## src/rtl/round_controller.sv

```systemverilog
// -----------------------------------------------------------------------------
// round_controller
//
// Match sequencer for a two-player fighting game. A match is a series of
// rounds: a pre-round countdown, a timed fight in which hits drain health, and
// a short post-round freeze. The round goes to the player with more health
// left. The first player to reach ROUNDS_TO_WIN round wins takes the match.
//
// Ports
//   clk             : the only clock
//   reset           : asynchronous, active-high reset
//   tick            : one-cycle frame strobe that advances all game timers
//   start           : one-cycle start-button pulse (honoured in IDLE/MATCH_OVER)
//   player1_status  : player 1 status code, 4'd9 means hitstun
//   player2_status  : player 2 status code, 4'd9 means hitstun
//   player1_health  : player 1 remaining health
//   player2_health  : player 2 remaining health
//   player1_rounds  : player 1 round wins
//   player2_rounds  : player 2 round wins
//   phase           : IDLE=0, COUNTDOWN=1, FIGHT=2, KO=3, MATCH_OVER=4
//   fight_enable    : high only while in FIGHT
//   round_timer     : remaining round ticks
//   winner          : 0 none, 1 player 1, 2 player 2, 3 draw
//
// All outputs come straight from flops.
// -----------------------------------------------------------------------------
module round_controller #(
  parameter logic [3:0]  MAX_HEALTH      = 4'd3,
  parameter int unsigned ROUNDS_TO_WIN   = 2,
  parameter int unsigned COUNTDOWN_TICKS = 180,
  parameter logic [11:0] ROUND_TICKS     = 12'd3600,
  parameter int unsigned KO_TICKS        = 120
) (
  input  logic        clk,
  input  logic        reset,
  input  logic        tick,
  input  logic        start,
  input  logic [3:0]  player1_status,
  input  logic [3:0]  player2_status,
  output logic [3:0]  player1_health,
  output logic [3:0]  player2_health,
  output logic [1:0]  player1_rounds,
  output logic [1:0]  player2_rounds,
  output logic [2:0]  phase,
  output logic        fight_enable,
  output logic [11:0] round_timer,
  output logic [1:0]  winner
);

  typedef enum logic [2:0] {
    PH_IDLE       = 3'd0,
    PH_COUNTDOWN  = 3'd1,
    PH_FIGHT      = 3'd2,
    PH_KO         = 3'd3,
    PH_MATCH_OVER = 3'd4
  } phase_e;

  localparam logic [3:0]  HITSTUN   = 4'd9;
  localparam logic [15:0] CD_LOAD   = 16'(COUNTDOWN_TICKS);
  localparam logic [15:0] KO_LOAD   = 16'(KO_TICKS);
  localparam logic [1:0]  WIN_COUNT = 2'(ROUNDS_TO_WIN);

  // Health never wraps below zero.
  function automatic logic [3:0] sat_dec_health(input logic [3:0] value);
    logic [3:0] result;
    if (value == 4'd0) begin
      result = 4'd0;
    end else begin
      result = value - 4'd1;
    end
    return result;
  endfunction

  // Round timer never wraps below zero.
  function automatic logic [11:0] sat_dec_timer(input logic [11:0] value);
    logic [11:0] result;
    if (value == 12'd0) begin
      result = 12'd0;
    end else begin
      result = value - 12'd1;
    end
    return result;
  endfunction

  phase_e      phase_r,    phase_s;
  logic [3:0]  health1_r,  health1_s;
  logic [3:0]  health2_r,  health2_s;
  logic [1:0]  rounds1_r,  rounds1_s;
  logic [1:0]  rounds2_r,  rounds2_s;
  logic [11:0] timer_r,    timer_s;
  logic [1:0]  winner_r,   winner_s;
  logic        fight_en_r, fight_en_s;
  // Shared by COUNTDOWN and KO; each phase reloads it on entry.
  logic [15:0] wait_cnt_r, wait_cnt_s;

  // Hitstun history is sampled every cycle regardless of phase, so a stun
  // that started before FIGHT never registers as a fresh hit inside FIGHT.
  logic        stun1_prev_r, stun2_prev_r;
  logic        stun1_s, stun2_s;
  logic        hit1_s, hit2_s;

  assign stun1_s = (player1_status == HITSTUN);
  assign stun2_s = (player2_status == HITSTUN);
  assign hit1_s  = stun1_s & ~stun1_prev_r;
  assign hit2_s  = stun2_s & ~stun2_prev_r;

  // Next-state, counter and result computation for the match sequencer.
  always_comb begin
    phase_s    = phase_r;
    health1_s  = health1_r;
    health2_s  = health2_r;
    rounds1_s  = rounds1_r;
    rounds2_s  = rounds2_r;
    timer_s    = timer_r;
    winner_s   = winner_r;
    wait_cnt_s = wait_cnt_r;

    case (phase_r)
      PH_IDLE, PH_MATCH_OVER: begin
        if (start) begin
          phase_s    = PH_COUNTDOWN;
          health1_s  = MAX_HEALTH;
          health2_s  = MAX_HEALTH;
          rounds1_s  = 2'd0;
          rounds2_s  = 2'd0;
          timer_s    = ROUND_TICKS;
          winner_s   = 2'd0;
          wait_cnt_s = CD_LOAD;
        end else begin
          phase_s = phase_r;
        end
      end

      PH_COUNTDOWN: begin
        health1_s = MAX_HEALTH;
        health2_s = MAX_HEALTH;
        timer_s   = ROUND_TICKS;
        if (tick) begin
          // The tick that uses up the last countdown count opens the fight.
          if (wait_cnt_r <= 16'd1) begin
            phase_s    = PH_FIGHT;
            wait_cnt_s = 16'd0;
          end else begin
            wait_cnt_s = wait_cnt_r - 16'd1;
          end
        end else begin
          wait_cnt_s = wait_cnt_r;
        end
      end

      PH_FIGHT: begin
        if (hit1_s) begin
          health1_s = sat_dec_health(health1_r);
        end else begin
          health1_s = health1_r;
        end
        if (hit2_s) begin
          health2_s = sat_dec_health(health2_r);
        end else begin
          health2_s = health2_r;
        end
        if (tick) begin
          timer_s = sat_dec_timer(timer_r);
        end else begin
          timer_s = timer_r;
        end
        // The round ends on this cycle's updated values, so a KO hit or the
        // last timer tick is reflected in the same edge that enters KO.
        if ((health1_s == 4'd0) || (health2_s == 4'd0) || (timer_s == 12'd0)) begin
          phase_s    = PH_KO;
          wait_cnt_s = KO_LOAD;
          if ((health1_s > health2_s) && (rounds1_r < WIN_COUNT)) begin
            rounds1_s = rounds1_r + 2'd1;
          end else if ((health2_s > health1_s) && (rounds2_r < WIN_COUNT)) begin
            rounds2_s = rounds2_r + 2'd1;
          end else begin
            // Equal health is a draw: nobody scores.
            rounds1_s = rounds1_r;
            rounds2_s = rounds2_r;
          end
        end else begin
          phase_s = PH_FIGHT;
        end
      end

      PH_KO: begin
        if (tick) begin
          if (wait_cnt_r <= 16'd1) begin
            wait_cnt_s = 16'd0;
            if (rounds1_r == WIN_COUNT) begin
              phase_s  = PH_MATCH_OVER;
              winner_s = 2'd1;
            end else if (rounds2_r == WIN_COUNT) begin
              phase_s  = PH_MATCH_OVER;
              winner_s = 2'd2;
            end else begin
              phase_s    = PH_COUNTDOWN;
              health1_s  = MAX_HEALTH;
              health2_s  = MAX_HEALTH;
              timer_s    = ROUND_TICKS;
              wait_cnt_s = CD_LOAD;
            end
          end else begin
            wait_cnt_s = wait_cnt_r - 16'd1;
          end
        end else begin
          wait_cnt_s = wait_cnt_r;
        end
      end

      default: begin
        phase_s    = PH_IDLE;
        wait_cnt_s = 16'd0;
      end
    endcase

    fight_en_s = (phase_s == PH_FIGHT);
  end

  // State, score and output registers.
  always_ff @(posedge clk or posedge reset) begin
    if (reset) begin
      phase_r      <= PH_IDLE;
      health1_r    <= MAX_HEALTH;
      health2_r    <= MAX_HEALTH;
      rounds1_r    <= 2'd0;
      rounds2_r    <= 2'd0;
      timer_r      <= ROUND_TICKS;
      winner_r     <= 2'd0;
      fight_en_r   <= 1'b0;
      wait_cnt_r   <= 16'd0;
      stun1_prev_r <= 1'b0;
      stun2_prev_r <= 1'b0;
    end else begin
      phase_r      <= phase_s;
      health1_r    <= health1_s;
      health2_r    <= health2_s;
      rounds1_r    <= rounds1_s;
      rounds2_r    <= rounds2_s;
      timer_r      <= timer_s;
      winner_r     <= winner_s;
      fight_en_r   <= fight_en_s;
      wait_cnt_r   <= wait_cnt_s;
      stun1_prev_r <= stun1_s;
      stun2_prev_r <= stun2_s;
    end
  end

  assign phase          = phase_r;
  assign fight_enable   = fight_en_r;
  assign player1_health = health1_r;
  assign player2_health = health2_r;
  assign player1_rounds = rounds1_r;
  assign player2_rounds = rounds2_r;
  assign round_timer    = timer_r;
  assign winner         = winner_r;

endmodule

```

## config.mk

```make
export PLATFORM = sky130hd
export DESIGN_NAME = round_controller
export DESIGN_NICKNAME = d
export VERILOG_FILES = /design/src/rtl/round_controller.sv
export SDC_FILE = /design/constraint.sdc
export NUM_CORES = 1
export LEC_CHECK = 0
export CORE_UTILIZATION = 45
export CTS_CLUSTER_DIAMETER = 60
export DETAILED_ROUTE_END_ITERATION = 8
export PLACE_DENSITY = 0.79
export SETUP_SLACK_MARGIN = 0.5
export SLEW_MARGIN = 5
export SYNTH_ARGS = -nofsm -noshare
export SYNTH_HDL_FRONTEND = slang
export SYNTH_SLANG_ARGS = --single-unit
```

## constraint.sdc

```tcl
create_clock -name clk -period 3.65 [get_ports clk]
set_clock_uncertainty 0.15 [all_clocks]
set_input_delay 0.73 -clock clk [delete_from_list [all_inputs] [get_ports clk]]
set_output_delay 0.73 -clock clk [all_outputs]
set_load 0.005 [all_outputs]
```

* After elaboration in Yosys (flattened, before gate mapping)
Index checks and enable logic that the tools add are counted.
** Operators by class
- $add $sub $neg :: 6
- Magnitude comparators :: 5
- Equal/unequal tests :: 20
- Multiplexer cells :: 53
- Bitwise logic cells :: 4
- Reductions and logical operators :: 20
** Operator list (count)
- 12-bit two-way mux :: 8
- 16-bit two-way mux :: 6
- 16-bit one-hot mux with 4 select lines :: 1
- 12-bit one-hot mux with 4 select lines :: 1
- 4-bit two-way mux :: 11
- 4-bit one-hot mux with 4 select lines :: 2
- 12-bit logical NOT :: 2
- 3-bit two-way mux :: 7
- 2-bit two-way mux :: 10
- 2-bit inequality test, second input constant :: 10
- 16-bit by 1-bit less-or-equal comparator with 1-bit output, second input constant :: 1
- 4-bit logical NOT :: 4
- 8-bit two-way mux :: 2
- 16-bit by 1-bit subtractor with 16-bit output, second input constant :: 1
- 2-bit one-hot mux with 2 select lines :: 3
- 3-bit one-hot mux with 4 select lines :: 1
- 12-bit by 1-bit subtractor with 12-bit output, second input constant :: 1
- 5-bit AND reduction :: 2
- 3-bit by 2-bit == test with 1-bit output, second input constant :: 3
- 4-bit == test, second input constant :: 2
- 4-bit greater-than comparator :: 2
- 4-bit AND reduction :: 2
- 4-bit by 1-bit subtractor with 4-bit output, second input constant :: 2
- 6-bit AND reduction :: 1
- 15 further kinds :: 23
** Word-level totals
- Flip-flop bits (word level) :: 48
- Bits of input ports :: 12
- Word-level logic and storage cells :: 119

* Logic depth before layout (Yosys ltp)
- Word-level depth :: 10
- Depth in mapped cells :: 13
- Mapped depth without buffers :: 13

* Least setup slack after synthesis
OpenSTA, ideal clock, no wires.
- Path kind :: input to register
- Start :: input player2_status[2]
- End :: register rounds2_r[0], in the netlist player2_rounds[0]
- Setup time :: 0.128 ns
- Arrival :: 3.053 ns
- Required time :: 3.372 ns
- Path slack :: 0.320 ns
- Cell stages on the path :: 12
- Path buffers :: 0
- Cells stage by stage :: nand4bb_1 or3_1 or2_1 o21ai_0 ha_1 nor2b_1 o21a_1 o21ai_0 nand2b_1 a31oi_1 nor3_2 mux2_1
** On the way
- Word-level cells in the longest chain between the ends :: 9
- Elaborated cells on any way between the ends :: 15
- Those cells by class :: 2 x order compare; 4 x eq/ne; 2 x mux; 1 x bitwise; 6 x reduce/logical
** Ends and longest elaborated chain
- start: declaration :: RTL line 39 : input logic [3:0] player2_status,
- 4-bit == test (*) :: RTL line 103 : assign stun2_s = (player2_status == HITSTUN);
- 1-bit bitwise AND (*) :: RTL line 105 : assign hit2_s = stun2_s & ~stun2_prev_r;
- 4-bit two-way mux (*) :: RTL line 157 : if (hit2_s) begin
- 4-bit two-way mux (*) :: RTL line 118 : case (phase_r)
- parallel branches: the longest is 4 deep, another holds 4-bit greater-than comparator
- 5-bit AND reduction (no source line) (*)
- end signal: assignment :: RTL line 239 : rounds2_r <= rounds2_s;
- end: declaration :: RTL line 89 : logic [1:0] rounds2_r, rounds2_s;
Mark *: on every way between the ends. The select of a mux whose other input is x is not followed.
A chain may end at the register's enable or synchronous reset.

* Final worst setup path
- Start :: input player2_status[0]
- End :: register rounds2_r[0], in the netlist player2_rounds[0]
The elaborated chain is that of the path after synthesis.

==> Flow_metrics.wiki <==
{| class="wikitable"
! Metric !! Value
|-
| Status || finished, violations left
|-
| Violations in the final reports || DRC
|-
| CTS root buffer || sky130_fd_sc_hd__clkbuf_8
|-
| Sort of element at the start of the critical path || input pin
|-
| Endpoint of the lowest-slack register-to-register path || player2_rounds[0]$_DFFE_PP0P_
|-
| Clk sink count || 48
|-
| Remaining routing DRC violations || 3
|-
| Async S/R FF share, synth || 100%
|-
| Adder-Cell Fraction of Synth Area || 4.06%
|-
| Final weighted congestion in routability-driven placement || 0.882
|-
| Largest family of logic cells by synthesized area || compound AO/OA/AOI/OAI gates
|-
| Post-synthesis instance total || 356
|-
| Half-perimeter wire length after placement || 5120 um
|-
| CTS tree || built
|-
| Synthesized-area fraction occupied by and/or/nand/nor cells || 23.3%
|-
| Hold path startpoint || wait_cnt_r[15]$_DFFE_PP0P_
|-
| Total Routed Length || 8380 um
|-
| Core area || 6490 um2
|-
| Die span in y || 84.8 um
|-
| Cell with the most instances after synthesis || sky130_fd_sc_hd__dfrtp_1
|-
| Fin crit period || 3130 ps
|-
| Period utilisation layout || 85.6%
|-
| Number of design-rule violations left by the first detailed-router iteration || 227
|-
| Critical path, cell by cell || clkdlybuf4s15_1 -> nand4bb_1 -> or3_1 -> or2_4 -> o21ai_4 -> ha_4 -> nor2b_4 -> o21a_1 -> o21ai_1 -> nand2b_1 -> a31oi_2 -> nor3_4 -> mux2_4
|-
| RSZ-0062 raised after global routing || true
|-
| Commonest register cell after synthesis || sky130_fd_sc_hd__dfrtp_1
|-
| Area of the multi-input gates || 1880 um2
|-
| Antenna diode instance count || 0
|-
| Post-synth net total || 378
|-
| Maximum buffer depth of the clock tree || 2
|-
| Count of non-filler cells in the finished layout || 498
|-
| Avg Inst Size Synth || 8.66 um2
|-
| Total Die Area || 7190 um2
|-
| Element type at the critical path end || register
|-
| Power share of the combinational group || 26.9%
|-
| Fillcell total || 538
|-
| Port-buffer cells || 41
|-
| GRT Resource Usage Total || 23.1%
|-
| Portion of total power attributed to sequential cells || 45.9%
|-
| Total cell area at the placement stage || 3630 um2
|-
| Proportion of synthesized chip area in sequential cells || 39.3%
|-
| Worst IR drop on VDD || 0.000214 V
|-
| Final hold violation count || 0
|-
| CP required || 3690 ps
|-
| Tightest Pin Transition || 1010 ps
|-
| Most numerous cell types in the synthesized netlist || 40 x sky130_fd_sc_hd__dfrtp_1, 38 x sky130_fd_sc_hd__nand2_1, 31 x sky130_fd_sc_hd__nor2_1
|-
| Drt first pass iters || 9
|-
| Register cell area after layout || 1210 um2
|-
| Max Cap Violations || 0
|-
| Library cells used by synthesis || 65
|-
| Cts-stage hold buffer count || 0
|-
| Area Growth Syn to Fin || 30.8%
|-
| Depth of the most critical reg-to-reg path || 9
|-
| Multiplexer area fraction after synthesis || 1.70%
|-
| Via count of the first global-routing pass || 2888
|-
| Number of vias after detailed routing || 3031
|-
| Instance count on the critical path || 13
|-
| Switching part of the total || 33.5%
|-
| FF+latch count, synth || 48
|-
| Insertion delay to the later sink of the worst-skew pair || 310 ps
|-
| Post-Synthesis Cell Area || 3080 um2
|-
| Hold path depth || 1
|-
| Number of synthesis warnings || 0
|-
| Cell taking the most area after synthesis || sky130_fd_sc_hd__dfrtp_1
|-
| Final core utilization || 62.1%
|-
| Maximum fanout count along the critical path || 3
|-
| Post-synth top area share || 32.5%
|-
| Non-Filler Cell Area, Final || 4030 um2
|-
| Clock network power share || 27.2%
|-
| Post-Synth XOR/XNOR Area || 0.852%
|-
| Wire length of the first global-routing pass || 13400 um
|-
| Worst max-slew margin expressed relative to the limit || 32.8%
|-
| Io pins || 42
|-
| Fraction of layout cells with a size suffix above 1 || 22.3%
|-
| Final routed wire length divided by cell count || 16.8 um
|-
| Antenna violations before repair || 0
|-
| Slowest stage cell on the critical path || sky130_fd_sc_hd__or3_1
|-
| Htree depth || 2
|-
| Leading post-synthesis cells by cell area || sky130_fd_sc_hd__dfrtp_1 32%, sky130_fd_sc_hd__dfstp_2 6.8%, sky130_fd_sc_hd__nand2_1 4.6%, sky130_fd_sc_hd__o21ai_0 4.2%, sky130_fd_sc_hd__ha_1 4.1%
|-
| Internal power || 0.00107 W
|-
| Setup violation total in the final timing report || 0
|-
| Switching pwr || 0.000537 W
|-
| Slack of the worst reg-to-reg path || 620 ps
|-
| Kind of cell with the highest combined delay on the critical path || simple AND/OR/NAND/NOR gates
|-
| Number of buffer and inverter instances along the worst setup path || 1
|-
| Class of the worst hold path || reg -> reg
|-
| Synth Area in Compound Gates || 25.8%
|-
| Total CTS buffers || 5
|-
| Min-Delay Endpoint || wait_cnt_r[15]$_DFFE_PP0P_
|-
| Count of pins over their slew limit || 0
|-
| CP max stage delay || 360 ps
|-
| Clock transition at the register clock pins on the worst setup and hold paths after CTS || 90 ps
|-
| Antenna-violating nets left || 0
|-
| Number of enable-type register cells in the synthesized netlist || 0
|-
| Starting Density || 47.5%
|-
| Classification of the worst setup path || in -> reg
|-
| Origin of the critical flop-to-flop path || round_timer[0]$_DFFE_PP0P_
|-
| Chip Width || 84.8 um
|-
| Power per Cell Area || 397 nW/um2
|-
| Placement Rows || 29
|-
| Fin Setup TNS || 0 ps
|-
| Placed cell count || 472
|-
| Upper clock frequency limit || 320 MHz
|-
| Maximum number of pins on one net before global-route repair || 49
|-
| Layout Nets || 442
|-
| Leakage power || 1.67 nW
|-
| Routed vias/inst || 6.09
|-
| Overflow left after global routing || 0
|-
| Signal arrival time at the worst endpoint || 3160 ps
|}
-- metrics by stage --
step	power [W]	setup WS, ps	hold slack (ps)
finish	0.00160	525	355
global route	0.00170	395	404
CTS	0.00158	463	353
detailed placement	0.00115	-130	335
global placement	0.00113	-29.1	328
floorplan	0.00101	409	299
-- per-layer routing --
layer | part of all wire, % | vias up | track usage (%)
met4 | 1.4 | 0 | 6.32
li1 | - | 1431 | -
met5 | 0 | - | 0
met1 | 46 | 1468 | 31.4
met2 | 48 | 115 | 38.1
met3 | 4.6 | 17 | 4.33
-- power by group through the flow --
| stage | registers, W | logic (W) | clock network, W |
|---|---|---|---|
| 4_1_cts | 0.000728 | 0.000419 | 0.000435 |
| 5_1_grt | 0.000753 | 0.000485 | 0.000458 |
| 6_report | 0.000736 | 0.000431 | 0.000435 |
| 2_1_floorplan | 0.000702 | 0.000306 | 0 |
| 3_3_place_gp | 0.000733 | 0.000398 | 0 |
| 3_5_place_dp | 0.000736 | 0.000415 | 0 |
-- how the worst max path moves through the flow --
stage / startpoint / endpoint / slack, ps
floorplan: player2_status[2] / player2_rounds[0]$_DFFE_PP0P_ / 410
global placement: player2_status[2] / player2_rounds[0]$_DFFE_PP0P_ / -30
detailed placement: player2_status[1] / player2_rounds[0]$_DFFE_PP0P_ / -130
CTS: player2_status[1] / player2_rounds[1]$_DFFE_PP0P_ / 460
global route: round_timer[0]$_DFFE_PP0P_ / player2_rounds[1]$_DFFE_PP0P_ / 390
finish: player2_status[0] / player2_rounds[0]$_DFFE_PP0P_ / 520
-- registers in the layout, indices dropped and copies added (netlist names) --
name,count
fight_enable,1
wait_cnt_r,16
player1_rounds,2
phase,3
player2_health,4
stun1_prev_r,1
player2_rounds,2
winner,2
stun2_prev_r,1
round_timer,12
player1_health,4
-- area by class of cell --
class | count | area share, %
Sequential cell | 48 | 30.0
Clock inverter | 1 | 0.745
Clock buffer | 7 | 2.39
Multi-Input combinational cell | 274 | 46.6
Tap cell | 77 | 2.39
Timing Repair Buffer | 75 | 16.4
Inverter | 16 | 1.49
-- logic make-up (layout without fill, tap and decap cells) --
| group | count (synthesis) | after routing |
|---|---|---|
| buffers and inverters | 35 | 99 |
| AND/OR/NAND/NOR | 137 | 138 |
| AO/OA/AOI/OAI | 118 | 118 |
| flip-flops | 48 | 48 |
| adder cells (fa/ha/maj) | 10 | 10 |
| multiplexers | 5 | 5 |
| XOR/XNOR | 3 | 3 |
-- placed cells by master (no fill, tap or decap), drive strengths merged, types with 5 or more instances in the layout --
cell / n
dfrtp: 40
nor2: 31
a32o: 5
or3: 7
o21ai: 42
buf: 38
ha: 10
clkdlybuf4s50: 32
o31ai: 9
o21a: 6
nand2b: 6
a31oi: 10
nand2: 38
nor3: 12
clkbuf: 8
a21oi: 20
nand3: 7
inv: 16
nor4: 7
dfstp: 8
-- what timing repair did --
action                     CTS  global route
gates resized for setup     34            18
setup endpoints to repair   14            18
buffers inserted            13             4
cloned                       1             0
pin swaps                   15            12
No activity file was read; power rests on OpenSTA's default activity.
